--- src/rtl/reg_write_arbiter.sv ---
// Two-requester register-file write arbiter: one buffer entry per requester, a single write port.
// Define REGWR_RR_EN for round-robin arbitration between unequal addresses (default: B over A).
module reg_write_arbiter (
    input  logic       CLK,
    input  logic       RESET,
    input  logic       BUSYWAIT,
    input  logic       A_REQ,
    input  logic [2:0] A_ADDR,
    input  logic [7:0] A_DATA,
    input  logic       B_REQ,
    input  logic [2:0] B_ADDR,
    input  logic [7:0] B_DATA,
    output logic       A_ACK,
    output logic       B_ACK,
    output logic       WRITE,
    output logic [2:0] INADDRESS,
    output logic [7:0] IN
);

    typedef enum logic {IDLE, WR} state_t;

    state_t     state, state_next;
    logic       a_valid, b_valid;
    logic [2:0] a_addr, b_addr;
    logic [7:0] a_data, b_data;
    logic       a_older;
    logic       a_hold, b_hold;
    logic [2:0] out_addr;
    logic [7:0] out_data;
    logic       a_cap, b_cap;
    logic       load, sel_a;
    logic       a_free, b_free;
    logic       a_stays, b_stays;
    logic       a_older_next;
`ifdef REGWR_RR_EN
    logic       rr_b;
`endif

    // A level held after ACK is the same request; a new one needs REQ to drop first.
    assign a_cap = A_REQ && !a_valid && !A_ACK && !a_hold;
    assign b_cap = B_REQ && !b_valid && !B_ACK && !b_hold;

    always_comb begin
        sel_a = a_valid;
        if (a_valid && b_valid) begin
            if (a_addr == b_addr) begin
                sel_a = a_older;
            end else begin
`ifdef REGWR_RR_EN
                sel_a = !rr_b;
`else
                sel_a = 1'b0;
`endif
            end
        end
    end

    assign load    = (a_valid || b_valid) && ((state == IDLE) || !BUSYWAIT);
    assign a_free  = load && sel_a;
    assign b_free  = load && !sel_a;
    assign a_stays = a_valid && !a_free;
    assign b_stays = b_valid && !b_free;

    // The surviving entry is older than any newcomer; simultaneous captures favour A.
    always_comb begin
        if (a_stays && b_stays) begin
            a_older_next = a_older;
        end else if (b_stays) begin
            a_older_next = 1'b0;
        end else begin
            a_older_next = 1'b1;
        end
    end

    always_ff @(posedge CLK) begin
        if (RESET) begin
            state <= IDLE;
        end else begin
            state <= state_next;
        end
    end

    always_comb begin
        state_next = state;
        case (state)
            IDLE: begin
                if (a_valid || b_valid) begin
                    state_next = WR;
                end
            end
            WR: begin
                if (BUSYWAIT) begin
                    state_next = WR;
                end else if (a_valid || b_valid) begin
                    state_next = WR;
                end else begin
                    state_next = IDLE;
                end
            end
            default: state_next = IDLE;
        endcase
    end

    always_comb begin
        WRITE     = (state == WR);
        INADDRESS = out_addr;
        IN        = out_data;
    end

    always_ff @(posedge CLK) begin
        if (RESET) begin
            a_valid  <= 1'b0;
            b_valid  <= 1'b0;
            a_addr   <= '0;
            b_addr   <= '0;
            a_data   <= '0;
            b_data   <= '0;
            a_older  <= 1'b0;
            a_hold   <= 1'b0;
            b_hold   <= 1'b0;
            A_ACK    <= 1'b0;
            B_ACK    <= 1'b0;
            out_addr <= '0;
            out_data <= '0;
`ifdef REGWR_RR_EN
            rr_b     <= 1'b0;
`endif
        end else begin
            A_ACK   <= a_cap;
            B_ACK   <= b_cap;
            a_hold  <= A_REQ && (a_hold || a_cap);
            b_hold  <= B_REQ && (b_hold || b_cap);
            a_valid <= a_cap || a_stays;
            b_valid <= b_cap || b_stays;
            a_older <= a_older_next;
            if (a_cap) begin
                a_addr <= A_ADDR;
                a_data <= A_DATA;
            end
            if (b_cap) begin
                b_addr <= B_ADDR;
                b_data <= B_DATA;
            end
            if (load) begin
                out_addr <= sel_a ? a_addr : b_addr;
                out_data <= sel_a ? a_data : b_data;
`ifdef REGWR_RR_EN
                rr_b     <= sel_a;
`endif
            end
        end
    end

endmodule

--- config.mk ---
export PLATFORM = sky130hd
export DESIGN_NAME = reg_write_arbiter
export DESIGN_NICKNAME = d
export VERILOG_FILES = /design/src/rtl/reg_write_arbiter.sv
export SDC_FILE = /design/constraint.sdc
export NUM_CORES = 1
export LEC_CHECK = 0
export BUFFER_PORTS_ARGS = -buffer_cell sky130_fd_sc_hd__buf_2
export CORE_ASPECT_RATIO = 0.6
export CORE_MARGIN = 2
export CORE_UTILIZATION = 51
export DETAILED_ROUTE_END_ITERATION = 16
export HOLD_SLACK_MARGIN = 0.08
export PLACE_DENSITY_LB_ADDON = 0.2
export RECOVER_POWER = 25
export SYNTH_ARGS = -nofsm -noshare
export SYNTH_HDL_FRONTEND = slang
export SYNTH_SLANG_ARGS = --single-unit
--- constraint.sdc ---
create_clock -name CLK -period 1.85 [get_ports CLK]
set_input_delay 0.37 -clock CLK [delete_from_list [all_inputs] [get_ports CLK]]
set_output_delay 0.37 -clock CLK [all_outputs]
set_load 0.01 [all_outputs]
-- Word level (Yosys, flattened, before mapping)
Index checks and enable logic that the tools add are counted.
- logic and storage cells: 55
- flip-flop bits (word level): 41
- equal/unequal tests: 1
- muxes and demuxes: 8
- reduce and logical (&&, ||, !) cells: 31
- bitwise operators: 1
- operator list (cell ; number):
    $logic_and 1x1->1 ; 15
    $logic_not 1->1 ; 10
    $mux 8 ; 1
    $logic_or 1x1->1 ; 6
    $mux 1 ; 5
    $eq 3x3->1 ; 1
    $mux 3 ; 1
    $pmux 1 s2 ; 1
    $not 1->1 ; 1

-- Logic depth before layout (Yosys ltp)
Gate-level depths: netlist (run 1).
- word-level depth: 8
- depth in mapped cells: 5
- depth with buffers taken out: 4

-- Worst setup path after synthesis (run 1)
OpenSTA, ideal clock, no wires.
- path kind: flip-flop to flip-flop
- start point: register b_addr[0]
- end point: register out_addr[0], in the netlist INADDRESS[0]
- cell stages (with the launch flop): 6
- data required time: 1728 ps
- setup time: 122 ps
- path buffers: 1
- arrival time: 1311 ps
- setup slack: 417 ps
- cells stage by stage: dfxtp_1 -> xnor2_1 -> nand4_4 -> and3_1 -> buf_4 -> a221o_1
- longest elaborated chain between the ends: 4
- RTL lines (item ; line ; text):
    start: declaration ; 24 ; logic [2:0] a_addr, b_addr;
    start signal: assignment ; 115 ; b_addr <= '0;
    start signal: assignment ; 141 ; b_addr <= B_ADDR;
    $eq 3x3->1 ; 46 ; if (a_addr == b_addr) begin
    $mux 1 ; 46 ;
    $mux 1 ; 45 ; if (a_valid && b_valid) begin
    $mux 3 * ; 145 ; out_addr <= sel_a ? a_addr : b_addr;
    end signal: assignment ; 145 ;
    end: declaration ; 28 ; logic [2:0] out_addr;
Mark *: on every way between the ends. The rest lies on a longest branch, timed or not.
A chain may end at the register's enable or synchronous reset.

-- Final worst setup path (run 1)
- start point: register a_valid
- end point: register out_data[0], in the netlist IN[0]
- longest elaborated chain between the ends: 3
- elaborated cells on any way between the ends: 5
- those cells by class: mux: 2; reduce/logical: 3
- RTL lines (item ; line ; text):
    start: declaration ; 23 ; logic a_valid, b_valid;
    start signal: assignment ; 133 ; a_valid <= a_cap || a_stays;
    $logic_and 1x1->1 ; 45 ;
    $mux 1 ; 45 ;
    $mux 8 ; 146 ; out_data <= sel_a ? a_data : b_data;
    end signal: assignment ; 146 ;
    end: declaration ; 29 ; logic [7:0] out_data;
Several ways; a longest one is shown, not always the timed one.

==> results of run 1 <==
## how the worst max path moves through the flow
stage          cells after the start  slack (ns)                   endpoint                   start
2_1_floorplan                      5        0.42  INADDRESS[0]$_SDFFE_PP0N_  b_addr[0]$_SDFFE_PP0P_
3_3_place_gp                       5        0.05         IN[2]$_SDFFE_PP0N_                BUSYWAIT
3_5_place_dp                       5       -0.01         IN[0]$_SDFFE_PP0N_                BUSYWAIT
4_1_cts                            4        0.24         IN[0]$_SDFFE_PP0N_      a_valid$_SDFF_PP0_
5_1_grt                            4        0.13         IN[3]$_SDFFE_PP0N_      a_valid$_SDFF_PP0_
6_report                           4        0.22         IN[0]$_SDFFE_PP0N_      a_valid$_SDFF_PP0_
## logic make-up (layout without fill, tap and decap cells)
family,Yosys count,in the layout
AO/OA/AOI/OAI,39,39
flip-flops,41,41
AND/OR/NAND/NOR,78,78
buffers and inverters,21,64
multiplexers,1,1
XOR/XNOR,3,3
## critical path, stage by stage (launching register included)
cell and delay [ns]:
dfxtp_1 0.45, and2_2 0.23, nand4_4 0.13, a21boi_2 0.50, a221o_1 0.25
## timing repair
item,in CTS,in global routing
hold buffers,0,0
gates resized for setup,1,0
setup endpoints to repair,1,0
setup buffers,0,0
## through the flow
stage | util (%) | hold WS, ns | instances | instance area, um2
3_3_place_gp | 62.7 | 0.444 | 260 | 1810
6_report | 65.2 | 0.319 | 268 | 1890
5_1_grt | 65.2 | 0.317 | 268 | 1890
4_1_cts | 65.7 | 0.314 | 268 | 1900
3_5_place_dp | 62.7 | 0.450 | 260 | 1810
2_1_floorplan | - | 0.436 | 183 | 1560
## layer usage
layer | vias up | track usage (%) | part of all wire (%)
met3 | 4 | 6.65 | 6.9
met4 | 0 | 6.67 | 0.83
li1 | 691 | - | -
met2 | 46 | 34.3 | 44
met1 | 619 | 29.6 | 48
met5 | - | 0 | 0
## sequential cells by signal (all words and copies together), names as in the netlist, 3 cells and up
| register | flops |
|---|---|
| IN | 8 |
| INADDRESS | 3 |
| a_addr | 3 |
| a_data | 8 |
| b_addr | 3 |
| b_data | 8 |
## power breakdown
part | leakage (nW) | switching, mW | internal [mW]
Combinational | 0.373 | 0.131 | 0.0933
Clock | 0.0450 | 0.285 | 0.261
Sequential | 0.335 | 0.0368 | 0.934
Total | 0.753 | 0.452 | 1.29
## cells in the final DEF, fill, tap and decap left out, drive strengths merged
master,count
nor4b,2
a311oi,1
nor2,21
o21bai,1
clkinv,2
inv,11
a211oi,1
nand4,1
mux2i,1
nor3b,2
a21boi,1
nand3b,2
a21oi,24
or2b,1
and3,1
buf,35
nor3,1
xnor2,3
a221o,11
clkbuf,16
nand2,45
and2,2
dfxtp,41
## cell type report
cell class,count,area (um2),share of cell area [%]
multi-input cells,121,663,35.2
clock inverters,2,10.0,0.531
repair buffers,45,225,11.9
inverters,11,41.3,2.19
clock buffers,6,72.6,3.85
flip-flops and latches,41,821,43.5
well taps,42,52.6,2.79
==> run metrics, run 1 <==
fraction of layout cells with a size suffix above 1 20.8%; clk_skew 0.00604 ns; initial antenna violation count 0; post-synthesis adder-cell area fraction 0%; crit path kind reg -> reg; top-count cell post-synth nand2_1; Fin. Hold Viols 0; Post-Syn Area 1560 um2; Synth Area in Compound Gates 16.8%; initial DRC count 76; CTS max path bufs 2; LEAKAGE 0.753 nW; DIE AREA 3530 um2; DIE HEIGHT 46.8 um; Critical Path End Type flip-flop; I/O pin count 41; Post-Syn Instances 183; Setup TNS 0 ns; min Tclk post-route 1.63 ns; Final Setup Violations 0; synthesized flop and latch total 41; largest family of logic cells by synthesized area simple AND/OR/NAND/NOR gates; dpl ws -0.0125 ns; CTS Buf Count 5; ANT nets after route 0; CTS tree yes; period utilization 87.9%; die width 75.4 um; final setup margin 0.224 ns; Detail Placement HPWL 2430 um; ant diodes 0; drt total wl 3480 um; drt via density 5.07; Startpoint Class flip-flop; syn avg cell area 8.52 um2; Primary FF master, synth dfxtp_1; Synth Area in XOR/XNOR 1.69%; Synth cell types 25; VDD IR max 0.535 mV; Endpoint, Worst Hold b_data[2]$_SDFFE_PP0P_; area grow syn2layout 20.9%; pin count of the biggest net entering global routing 31; Filler cells 273; post-synthesis mux area share 0.642%; GPL Wtd Cong 0.775; ranking of synthesized cells by area dfxtp_1 (53%), nand2_1 (11%), a21oi_1 (7.7%), a221o_1 (7.1%), nor2_1 (5.1%); min-delay src B_DATA[2]; Total GRT Usage 21.8%; post-synthesis net count 210; worst r2r src a_valid$_SDFF_PP0_; Reg2Reg Capture Point IN[0]$_SDFFE_PP0N_; clock slew at the register clock pins of the worst setup and hold paths 0.08 ns; R2R Setup Slk 0.22 ns; fmax 615 MHz; yosys warns 0; Remaining Overflow, GRT 0; max-cap violations 0; Synth top cells by count nand2_1 (45), dfxtp_1 (41), a21oi_1 (24); ys async rst share 0%; Total Power 1.74 mW; Worst Path Required 2.07 ns; Reg2Reg Depth 4; worst min path class in -> reg; routed len/inst 13.0 um; share of the synthesized area in the top cell type 52.6%; Max H-tree Level 2; arrival time worst endpoint 1.85 ns; RSZ-0062 raised after global routing false; worst-path fanout max 11; post-synthesis sequential area ratio 52.6%; Skew-Pair Late Insertion Delay 0.28 ns; core area 2890 um2; Residual DRC 0; status finished, final reports clean; PwrDens 923 nW/um2; first-pass GRT wire length 5710 um; First-pass DRT Iterations 4; Initial Util 53.9%; cell taking the most area after synthesis dfxtp_1; vias post-DR 1360; Max Slew Vio Count 0; Port Buf Inserts 40; clk sinks 41; Slew HR 60.6%; row count 15; worst slew pin tran 0.588 ns; # nets final 252; number of synthesized flops with an enable pin 0; root buf cell clkbuf_8; Simple-Gate Fraction of Synth Area 22.8%; cell count of the worst hold path 3; number of global-route vias before repair 1222
Power figures use the tool's default switching activity.
==> inputs of run 2 (changes only) <==
- CELL_PAD_IN_SITES_DETAIL_PLACEMENT: unset -> 1
- CELL_PAD_IN_SITES_GLOBAL_PLACEMENT: unset -> 2
- CORE_UTILIZATION: 51 -> 29
==> run metrics, run 2 (same netlist as run 1, synthesis figures left out) <==
status finished, final reports clean; Total Power 1.82 mW (+4.7%); worst-path fanout max 11 (unchanged); area grow syn2layout 24.6%; vias post-DR 1416 (+4.1%); CTS max path bufs 2 (unchanged); drt total wl 4560 um (+31%); Startpoint Class flip-flop; die width 98.7 um (+31%); PwrDens 938 nW/um2 (+1.6%); initial antenna violation count 0 (unchanged); worst slew pin tran 0.730 ns (+0.141 ns); routed len/inst 15.5 um (+19%); # nets final 256 (+1.6%); max-cap violations 0 (unchanged); clock slew at the register clock pins of the worst setup and hold paths 0.08 ns (about the same); Max Slew Vio Count 0 (unchanged); clk sinks 41 (unchanged); Critical Path End Type flip-flop; fmax 610 MHz (-0.85%); worst min path class in -> reg; Filler cells 617 (+130%); Finished Core Util 37.9% (-27 points); min Tclk post-route 1.64 ns (+0.0140 ns); crit path kind reg -> reg; most frequent cells in the layout nand2_1 (45), dfxtp_1 (41), buf_2 (31); number of global-route vias before repair 1512 (+24%); Port Buf Inserts 40 (unchanged); pin count of the biggest net entering global routing 32 (+3.2%); ANT nets after route 0 (unchanged); Worst Path Required 2.09 ns (+0.02 ns); Final Setup Violations 0 (unchanged); root buf cell clkbuf_8; Max H-tree Level 2 (unchanged); most common cell after layout, fill and taps aside nand2_1; Total GRT Usage 17.0% (-4.8 points); period utilization 88.7% (+0.75 points); core area 5130 um2 (+77%); arrival time worst endpoint 1.88 ns (+0.03 ns); Detail Placement HPWL 3330 um (+37%); drt via density 4.80 (-5.4%); GPL Wtd Cong 0.758 (-2.3%); LEAKAGE 0.768 nW (+2.1%); DIE HEIGHT 60.8 um (+30%); VDD IR max 0.317 mV (-41%); Fin. Hold Viols 0 (unchanged); first-pass GRT wire length 7580 um (+33%); clk_skew 0.00699 ns (+0.000951 ns); RSZ-0062 raised after global routing false; Initial Util 30.4% (-24 points); DIE AREA 6000 um2 (+70%); Slew HR 51.4% (-9.3 points); CTS Buf Count 5 (unchanged); row count 20 (+5); Remaining Overflow, GRT 0 (unchanged); First-pass DRT Iterations 4 (unchanged); ant diodes 0 (unchanged); I/O pin count 41 (unchanged); CTS tree yes; fraction of layout cells with a size suffix above 1 21.4% (+0.60 points); Residual DRC 0 (unchanged); Skew-Pair Late Insertion Delay 0.30 ns (+0.02 ns); initial DRC count 46 (-39%)
-- run 2: cell types whose count changed in the layout (fill, tap and decap cells not counted), sizes merged --
cell,delta
clkinv,-2
clkbuf,+2
buf,+3
-- run 2: cell type report --
| type | instances | area [um2] | share of cell area [%] |
|---|---|---|---|
| repair buffers | 49 | 249 | 12.8 |
| multi-input cells | 121 | 663 | 34.1 |
| well taps | 66 | 82.6 | 4.25 |
| inverters | 11 | 41.3 | 2.12 |
| flip-flops and latches | 41 | 821 | 42.2 |
| clock buffers | 7 | 86.3 | 4.44 |
-- run 2: path summary, 6_finish.rpt --
| path | from | to | slack, ns | cells after the start |
|---|---|---|---|---|
| worst max-delay path | b_addr[0]$_SDFFE_PP0P_ | IN[6]$_SDFFE_PP0N_ | 0.21 | 4 |
| worst min-delay path | A_ADDR[1] | a_addr[1]$_SDFFE_PP0P_ | 0.31 | 3 |
| worst max register to register | b_addr[0]$_SDFFE_PP0P_ | IN[6]$_SDFFE_PP0N_ | 0.21 | 4 |
| worst min register to register | b_data[4]$_SDFFE_PP0P_ | b_data[4]$_SDFFE_PP0P_ | 0.47 | 2 |
-- run 2: repair_timing --
action                                  CTS  global route
gates resized for setup                   1             0
endpoints found under the hold margin     0             0
hold buffers                              0             0
setup buffers                             0             0
endpoints found under the setup margin   11             0
-- run 2: routing by layer --
metal | global-route usage (%) | wire, um | vias to the layer above
li1 | - | - | 700
met1 | 21.4 | 2290 | 680
met2 | 27.9 | 1980 | 28
met3 | 4.61 | 199 | 8
met4 | 8.22 | 88 | 0
met5 | 0 | 0 | -
-- run 2: power by group --
part	switching, mW	total [mW]	leakage (nW)	internal, mW
combinational	0.147	0.247	0.389	0.101
sequential	0.0373	0.971	0.335	0.934
clock	0.308	0.604	0.0443	0.296
-- run 2: through the flow --
stage	instances	setup WS, ns	cell area [um2]	hold WS, ns	TNS [ns]
5_1_grt	295	0.0701	1940	0.299	0
4_1_cts	295	0.215	1960	0.297	0
2_1_floorplan	183	0.417	1560	0.436	0
6_report	295	0.210	1940	0.305	0
3_3_place_gp	288	-0.0180	1870	0.444	-0.175
3_5_place_dp	288	-0.161	1870	0.454	-1.59
-- run 2: worst max-delay path, stage by stage, from the launching register on --
cell,delay [ns]
dfxtp_1,0.33
xnor2_1,0.26
nand4_4,0.17
a21boi_2,0.55
a221o_1,0.26
